### config.mk
export PLATFORM = sky130hd
export DESIGN_NAME = game_scoreboard
export DESIGN_NICKNAME = d
export VERILOG_FILES = /design/src/rtl/game_scoreboard_pkg.sv /design/src/rtl/game_scoreboard_rise_detect.sv /design/src/rtl/game_scoreboard.sv
export SDC_FILE = /design/constraint.sdc
export NUM_CORES = 1
export LEC_CHECK = 0
export BUFFER_PORTS_ARGS = -buffer_cell sky130_fd_sc_hd__buf_2
export CAP_MARGIN = 20
export CORE_MARGIN = 4
export CORE_UTILIZATION = 47
export CTS_CLUSTER_DIAMETER = 120
export DETAILED_ROUTE_END_ITERATION = 10
export PLACE_DENSITY = 0.8
export SYNTH_ARGS = -nofsm -noshare
export SYNTH_HDL_FRONTEND = slang
export SYNTH_HIERARCHICAL = 1
export SYNTH_SLANG_ARGS = --single-unit
### constraint.sdc
create_clock -name clk -period 1.9 [get_ports clk]
set_clock_uncertainty 0.2 [all_clocks]
set_input_delay 0.285 -clock clk [delete_from_list [all_inputs] [get_ports clk]]
set_output_delay 0.285 -clock clk [all_outputs]
set_load 0.02 [all_outputs]
### src/rtl/game_scoreboard_pkg.sv
// Shared types for the game scoreboard: FSM state encoding and "who reached the limit" codes.
package game_pkg;

    typedef enum logic [1:0] {
        PLAY     = 2'b00,
        OVER     = 2'b01,
        CLEARING = 2'b10
    } state_e;

    localparam logic [1:0] WHO_NONE   = 2'b00;
    localparam logic [1:0] WHO_LOSER  = 2'b01;
    localparam logic [1:0] WHO_WINNER = 2'b10;
    localparam logic [1:0] WHO_TIE    = 2'b11;

endpackage

### src/rtl/game_scoreboard_rise_detect.sv
// One-bit rising-edge detector; priming forces the history to 1 so a level that is
// already high when priming ends never looks like a fresh edge.
module rise_detect (
    input  logic clk,
    input  logic rst,
    input  logic prime,
    input  logic d,
    output logic rise
);

    logic d_q;

    always_ff @(posedge clk) begin
        if (!rst || prime) begin
            d_q <= 1'b1;
        end else begin
            d_q <= d;
        end
    end

    assign rise = d & ~d_q;

endmodule

### src/rtl/game_scoreboard.sv
// Tallies fresh win/lose edges from the up/down counter, flags game-over at LIMIT and
// holds counter_clear high for CLR_CYCLES cycles so the next game starts by itself.
module game_scoreboard
    import game_pkg::*;
#(
    parameter int SCORE_W    = 4,
    parameter int LIMIT      = 15,
    parameter int CLR_CYCLES = 2
) (
    input  logic               clk,
    input  logic               rst,
    input  logic               clear,
    input  logic               winner,
    input  logic               loser,
    output logic [SCORE_W-1:0] win_count,
    output logic [SCORE_W-1:0] lose_count,
    output logic               gameover,
    output logic [1:0]         who,
    output logic               counter_clear
);

    localparam int CNT_W = (CLR_CYCLES > 1) ? $clog2(CLR_CYCLES) : 1;

    state_e             state;
    logic [CNT_W-1:0]   clr_left;
    logic               win_evt;
    logic               lose_evt;
    logic               prime;
    logic [SCORE_W-1:0] win_nxt;
    logic [SCORE_W-1:0] lose_nxt;
    logic               win_hit;
    logic               lose_hit;

    // counter_clear is high exactly while the upstream counter is being cleared,
    // which is when the edge history must be held at 1.
    assign prime = clear | counter_clear;

    rise_detect u_win_edge (
        .clk   (clk),
        .rst   (rst),
        .prime (prime),
        .d     (winner),
        .rise  (win_evt)
    );

    rise_detect u_lose_edge (
        .clk   (clk),
        .rst   (rst),
        .prime (prime),
        .d     (loser),
        .rise  (lose_evt)
    );

    // Tallies are always below LIMIT while playing, so +1 cannot wrap.
    assign win_nxt  = win_count + SCORE_W'(win_evt);
    assign lose_nxt = lose_count + SCORE_W'(lose_evt);
    assign win_hit  = win_evt && (win_nxt == SCORE_W'(LIMIT));
    assign lose_hit = lose_evt && (lose_nxt == SCORE_W'(LIMIT));

    always_ff @(posedge clk) begin
        if (!rst || clear) begin
            state         <= PLAY;
            clr_left      <= '0;
            win_count     <= '0;
            lose_count    <= '0;
            gameover      <= 1'b0;
            who           <= WHO_NONE;
            counter_clear <= 1'b0;
        end else begin
            case (state)
                PLAY: begin
                    gameover <= 1'b0;
                    if (counter_clear) begin
                        // Only reachable with CLR_CYCLES == 1: finish the clear here.
                        counter_clear <= 1'b0;
                        win_count     <= '0;
                        lose_count    <= '0;
                    end else begin
                        win_count  <= win_nxt;
                        lose_count <= lose_nxt;
                        if (win_hit || lose_hit) begin
                            gameover <= 1'b1;
                            who      <= win_hit ? (lose_hit ? WHO_TIE : WHO_WINNER) : WHO_LOSER;
                            state    <= OVER;
                        end
                    end
                end
                OVER: begin
                    gameover      <= 1'b0;
                    counter_clear <= 1'b1;
                    clr_left      <= CNT_W'(CLR_CYCLES - 1);
                    state         <= (CLR_CYCLES == 1) ? PLAY : CLEARING;
                end
                CLEARING: begin
                    if (clr_left == '0) begin
                        counter_clear <= 1'b0;
                        win_count     <= '0;
                        lose_count    <= '0;
                        state         <= PLAY;
                    end else begin
                        clr_left <= clr_left - CNT_W'(1);
                    end
                end
                default: state <= PLAY;
            endcase
        end
    end

endmodule
==> flow_summary.toml, run 1 <==
[synth]
synth_area_um2 = 892
yosysWarnings = 6
ys_seq_area_share_pct = 38.1
syn_inst = 100
avgSynthCellArea_um2 = 8.92
synth_cell_types = 27
syn_nets = 113
ys_ff_latch = 17

[detailed_routing]
drtIter0Drc = 22
vias_per_cell = 5.32
drc = 0
ant_nets = 0
first_pass_iters = 4
wirelength_um = 2280
wl_per_cell_um = 14.7
vias = 825

[grt]
grt_util_met3_pct = 3.15
grt_pass1_vias = 884
use_met2_pct = 36.0
grt_max_degree = 11
top_usage_layer = "met2"
use_met1_pct = 21.2
overflow = 0
antenna_found_initial = 0
grt_first_pass_wirelength_um = 3890
grtUsageTotal_pct = 20.1

[layout]
final_cells = 155
n_antenna_cell = 0
drive_gt1_share_pct = 46.2
final_cell_area_um2 = 1280
fin_nets = 144
final_cell_mix = "nor2_1 (16), buf_2 (16), dfxtp_1 (13), buf_4 (13), a21oi_1 (12)"
syn2layout_area_growth_pct = 43.1
final_core_util_pct = 72.3

[timing]
setup_ws_ns = -0.123
period_share_pct = 106
slew_headroom_pct = 77.9
final-hold-violation-count = 0
setup_viol = 5
period_needed_ns = 2.02
worstMarginPinSlew_ns = 0.327
drv_slew = 0
fmax_ghz = 0.494
rsz0062_at_grt = "yes"

[clocking]
cts_made_buffers = 3
path_clk_slew_ns = 0.10
clockBufferDepth = 2
numClockSinks = 17
insertion_delay_ns = 0.30
htreeDepth = 1
cts-root-buf = "clkbuf_4"
cts_tree = "built"

[placement]
dp.cells = 147
place_ws_ns = -0.241
io_buffers = 16
placed_cell_area_um2 = 1150
hpwl_um = 1610
gp_congestion = 0.788

[floorplanning]
num_rows = 15
io_pins = 17
start_util_pct = 50.6
dieArea_um2 = 2660
fp.coreArea_um2 = 1760
die_w_um = 51.6
fp.dieH_um = 51.6

[power_and_ir_drop]
p_per_area_nw_per_um2 = 469
vdd_drop_max_mv = 0.417
total_leakage_power_nw = 0.511

[worst_setup_path]
r2r_slack_ns = -0.12
start_kind = "register"
cp.arrival_ns = 2.02
crit_path_start = "u_win_edge/d_q"
cp_data_required_time_ns = 1.90
r2r_start = "u_win_edge/d_q"
worstSetupPathType = "register to register"
path_max_fanout = 2
cp-end-kind = "register"

[status]
status = "complete, but fails checks"
violations = "negative setup slack"

[worst_hold_path]
hp-class = "input port to register"
hold_start = "loser"

[job]
drv_cap = 0
==> worst max-delay path, cell delays in order (launching register included) <==
cell and delay, ns:
dfxtp_2 0.34, nor2b_4 0.14, ha_4 0.16, ha_4 0.13
xor2_1 0.16, nand4_1 0.20, o32ai_4 0.18, a21oi_2 0.10
mux2_4 0.30
==> repair_timing <==
action / in CTS / in global routing
endpoints found under the hold margin: 1 / 1
resized for setup: 5 / 7
pin swaps: 5 / 2
endpoints found under the setup margin: 6 / 13
buffers inserted: 2 / 1
==> Yosys cell counts <==
cell type | number | share of area (%)
nor2b_1 | 4 | 2.8
or3_1 | 1 | 0.70
o21ai_0 | 2 | 1.1
or3b_1 | 2 | 2.0
inv_1 | 4 | 1.7
clkbuf_1 | 3 | 1.3
xor2_1 | 3 | 2.9
mux2_4 | 1 | 1.7
a21oi_2 | 1 | 0.98
a211oi_1 | 1 | 0.84
nand3b_1 | 2 | 1.7
buf_2 | 1 | 0.56
nand4_1 | 1 | 0.70
or2_2 | 1 | 0.70
nor2_1 | 16 | 6.7
nand3_1 | 3 | 1.7
ha_1 | 8 | 11
nor3_1 | 2 | 1.1
mux2i_1 | 2 | 2.2
nand2b_1 | 4 | 2.8
o32ai_4 | 1 | 3.1
nor4_1 | 1 | 0.70
a21oi_1 | 14 | 7.9
xnor2_1 | 1 | 0.98
dfxtp_1 | 17 | 38
nor4b_1 | 3 | 2.9
a22oi_1 | 1 | 0.84
==> power by group <==
group | switching [mW] | internal [mW]
Clock | 0.127 | 0.0786
Sequential | 0.00220 | 0.359
Combinational | 0.0152 | 0.0164
==> flip-flops by register name (all words and copies together), names as in the netlist <==
signal and cells:
u_win_edge/d_q 1, lose_count 4, u_lose_edge/d_q 1, clr_left 1, state 2, who 2
counter_clear 1, win_count 4, gameover 1
==> cell type report <==
| type | instances | area [µm²] |
|---|---|---|
| repair buffers | 30 | 188 |
| flip-flops and latches | 17 | 345 |
| clock inverters | 1 | 5.00 |
| clock buffers | 3 | 22.5 |
| fillers | 149 | 488 |
| inverters | 4 | 15.0 |
| multi-input cells | 75 | 669 |
| well taps | 25 | 31.3 |
==> kinds of logic after synthesis <==
logic type                 count (synthesis)  synth area share, %
and+or+nand+nor                           40                 24.5
AOI/OAI and AO/OA                         20                 14.7
DFF                                       17                 38.1
buffers and inverters                      8                 3.51
adders and majority gates                  8                 11.2
xor gates and xnor gates                   4                 3.93
muxes                                      3                 3.93
==> layer usage <==
metal	up-vias	routed length [µm]
li1	405	-
met1	395	929
met2	19	1220
met3	6	66
met4	0	63
met5	-	0
==> path summary, 6_finish.rpt <==
path / endpoint / cells after the start
worst max-delay path: state[1] / 8
worst min-delay path: u_lose_edge/d_q / 2
worst max register to register: state[1] / 8
worst min register to register: who[1] / 2
==> per-stage QoR <==
stage | hold slack (ns) | power (mW) | TNS [ns]
2_1_floorplan | 0.188 | 0.385 | -0.0136
3_3_place_gp | 0.276 | 0.395 | -0.403
3_5_place_dp | 0.266 | 0.397 | -0.575
4_1_cts | -0.0113 | 0.597 | -0.338
5_1_grt | 0.0133 | 0.627 | -0.746
6_report | 0.0241 | 0.598 | -0.300
Note: power is estimated with default switching activity, not from simulation.
==> inputs of run 2 (changes only) <==
--- a/config.mk
+++ b/config.mk
@@ -8,11 +8,11 @@
 export BUFFER_PORTS_ARGS = -buffer_cell sky130_fd_sc_hd__buf_2
 export CAP_MARGIN = 20
 export CORE_MARGIN = 4
-export CORE_UTILIZATION = 47
+export CORE_UTILIZATION = 48
 export CTS_CLUSTER_DIAMETER = 120
 export DETAILED_ROUTE_END_ITERATION = 10
-export PLACE_DENSITY = 0.8
+export GPL_ROUTABILITY_DRIVEN = 0
+export PLACE_DENSITY = 0.81
 export SYNTH_ARGS = -nofsm -noshare
 export SYNTH_HDL_FRONTEND = slang
-export SYNTH_HIERARCHICAL = 1
 export SYNTH_SLANG_ARGS = --single-unit
==> run 2 against run 1 <==
The flow still finishes with violations (negative setup slack); non-clock buffer count shrank 1; die area barely moved; wire length down 12%; critical path depth rose by 1; combinational power is 16% lower; critical path type unchanged; critical endpoint unchanged.
==> flow_summary.toml, run 2 <==
[status]
status = "complete, but fails checks"
violations = "negative setup slack"

[power_and_ir_drop]
total_leakage_power_nw = 0.539
comb_power_share_pct = 4.6
total_power_uw = 576
p_clk_share_pct = 32.9
swShare_pct = 21.9
vdd_drop_max_mv = 0.434
p_per_area_nw_per_um2 = 489
power_frac_seq_pct = 62.5
switchingPower_uw = 126
p_int_uw = 450

[placement]
io_buffers = 16
dp.cells = 149
placed_cell_area_um2 = 1110
hpwl_um = 1510
place_ws_ns = -0.301

[detailed_routing]
vias_per_cell = 5.26
wl_per_cell_um = 12.8
first_pass_iters = 4
drc = 0
ant_nets = 0
wirelength_um = 2000
drtIter0Drc = 9
vias = 820

[layout]
drive_gt1_share_pct = 37.4
fin_nets = 145
final_cell_mix = "buf_2 (16), dfxtp_1 (15), nor2_1 (14), a21oi_1 (12), buf_4 (12)"
syn2layout_area_growth_pct = 29.4
final_cell_area_um2 = 1180
top_regs = "lose_count x4, win_count x4"
n_antenna_cell = 0
final_cells = 156
mostFrequentLayoutCell = "buf_2"
num-fill-cells = 167
final_core_util_pct = 66.8

[timing]
period_share_pct = 112
fmax_ghz = 0.471
tns_ns = -0.824
slew_headroom_pct = 70.4
drv_slew = 0
setup_viol = 5
worstMarginPinSlew_ns = 0.444
holdWs_ns = 0.0293
setup_ws_ns = -0.224
final-hold-violation-count = 0
period_needed_ns = 2.12
rsz0062_at_grt = "yes"

[worst_setup_path]
path_max_fanout = 2
r2r_start = "u_lose_edge.d_q"
cpMaxStageDelayCell = "or3_4"
crit_top_cell = "ha_4"
worstSetupPathType = "register to register"
ff2ff_path_depth = 9
cp_slowest_stage_delay_ns = 0.37
r2r_end = "state[1]"
cp-end-kind = "register"
cp.depth = 9
r2r_slack_ns = -0.22
path_delay_family = "simple AND/OR/NAND/NOR gates"
path_cells = "nand2b_4 > inv_2 > ha_4 > ha_4 > nand2_2 > or3_4 > o2bb2ai_4 > a21oi_2 > mux2_4"
start_kind = "register"
cp_data_required_time_ns = 1.88
path_buf_inv = 1
crit_path_start = "u_lose_edge.d_q"
cp.arrival_ns = 2.11

[floorplanning]
fp.dieH_um = 51.6
dieArea_um2 = 2660
fp.coreArea_um2 = 1760
start_util_pct = 51.6
num_rows = 15
io_pins = 17
die_w_um = 51.6

[clocking]
cts_tree = "built"
cts_made_buffers = 3
insertion_delay_ns = 0.29
htreeDepth = 1
cts-root-buf = "clkbuf_4"
clockBufferDepth = 2
numClockSinks = 17
path_clk_slew_ns = 0.10

[synth]
ys_ff_latch = 17
ys_seq_area_share_pct = 37.4
yosys.area.top_type = "dfxtp_1"
avgSynthCellArea_um2 = 9.02
syn_nets = 114
synth_top_area_share_pct = 37.4
ys_top_cells_by_count = "dfxtp_1 (17), nor2_1 (14), a21oi_1 (12)"
synth_edf_count = 0
netlist_top_cells_area = "dfxtp_1 (37%), ha_1 (11%), a21oi_1 (6.6%)"
ys.flop_type = "dfxtp_1"
yosysWarnings = 0
yosysMostFrequentCell = "dfxtp_1"
synth_area_um2 = 911
ys_async_sr_fraction_pct = 0
syn_inst = 101
synth_cell_types = 31

[worst_hold_path]
hold_start = "loser"
hp-class = "input port to register"
hold_end = "u_lose_edge.d_q"
hold_depth = 2

[grt]
grt_first_pass_wirelength_um = 3430
grt_max_degree = 13
grtUsageTotal_pct = 17.5
overflow = 0
grt_pass1_vias = 820
antenna_found_initial = 0

[job]
drv_cap = 0
[run 2: power groups by stage]
stage / registers, mW / clock network (mW) / logic, mW
floorplan: 0.368 / 0 / 0.0142
global placement: 0.368 / 0 / 0.0228
detailed placement: 0.368 / 0 / 0.0233
CTS: 0.360 / 0.196 / 0.0259
global route: 0.360 / 0.209 / 0.0296
finish: 0.360 / 0.190 / 0.0265
[run 2: per-layer routing]
metal / track usage, % / wire (µm) / vias up
met5: 0 / 0 / -
met1: 19.9 / 846 / 388
met2: 31.8 / 1040 / 23
met4: 7.86 / 13 / 0
li1: - / - / 407
met3: 2.58 / 100 / 2
[run 2: how the worst max path moves through the flow]
stage,slack (ns),endpoint
2_1_floorplan,-0.16,state[1]
3_3_place_gp,-0.28,state[1]
4_1_cts,-0.24,state[1]
6_report,-0.22,state[1]
5_1_grt,-0.29,state[1]
3_5_place_dp,-0.30,state[1]
[run 2: final cells by class]
cell class	instances	area, µm²	area share, %
clock buffer	3	22.5	1.91
tap	25	31.3	2.65
clock inverter	1	5.00	0.425
timing repair buffer	29	180	15.3
multi-input combinational	76	578	49.0
inverter	5	18.8	1.59
sequential	17	343	29.1
[run 2: worst register-to-register path, stage by stage (launching register included)]
cell and delay (ns):
dfxtp_2 0.33, nand2b_4 0.11, inv_2 0.04, ha_4 0.15, ha_4 0.26, nand2_2 0.04, or3_4 0.37, o2bb2ai_4 0.14
a21oi_2 0.08, mux2_4 0.30
[run 2: repair_timing]
action,in CTS,in global routing
setup buffers,2,0
setup endpoints to repair,5,12
hold buffers,1,0
endpoints found under the hold margin,1,0
gates cloned,0,0
pin swaps,4,4
resized for setup,0,8
[run 2: cell families after synthesis]
logic type	synth area share, %
buf+inv	4.53
fa+ha+maj	11.0
mux	5.08
simple gates	22.5
compound gates	15.7
xor+xnor	3.85
flops	37.4
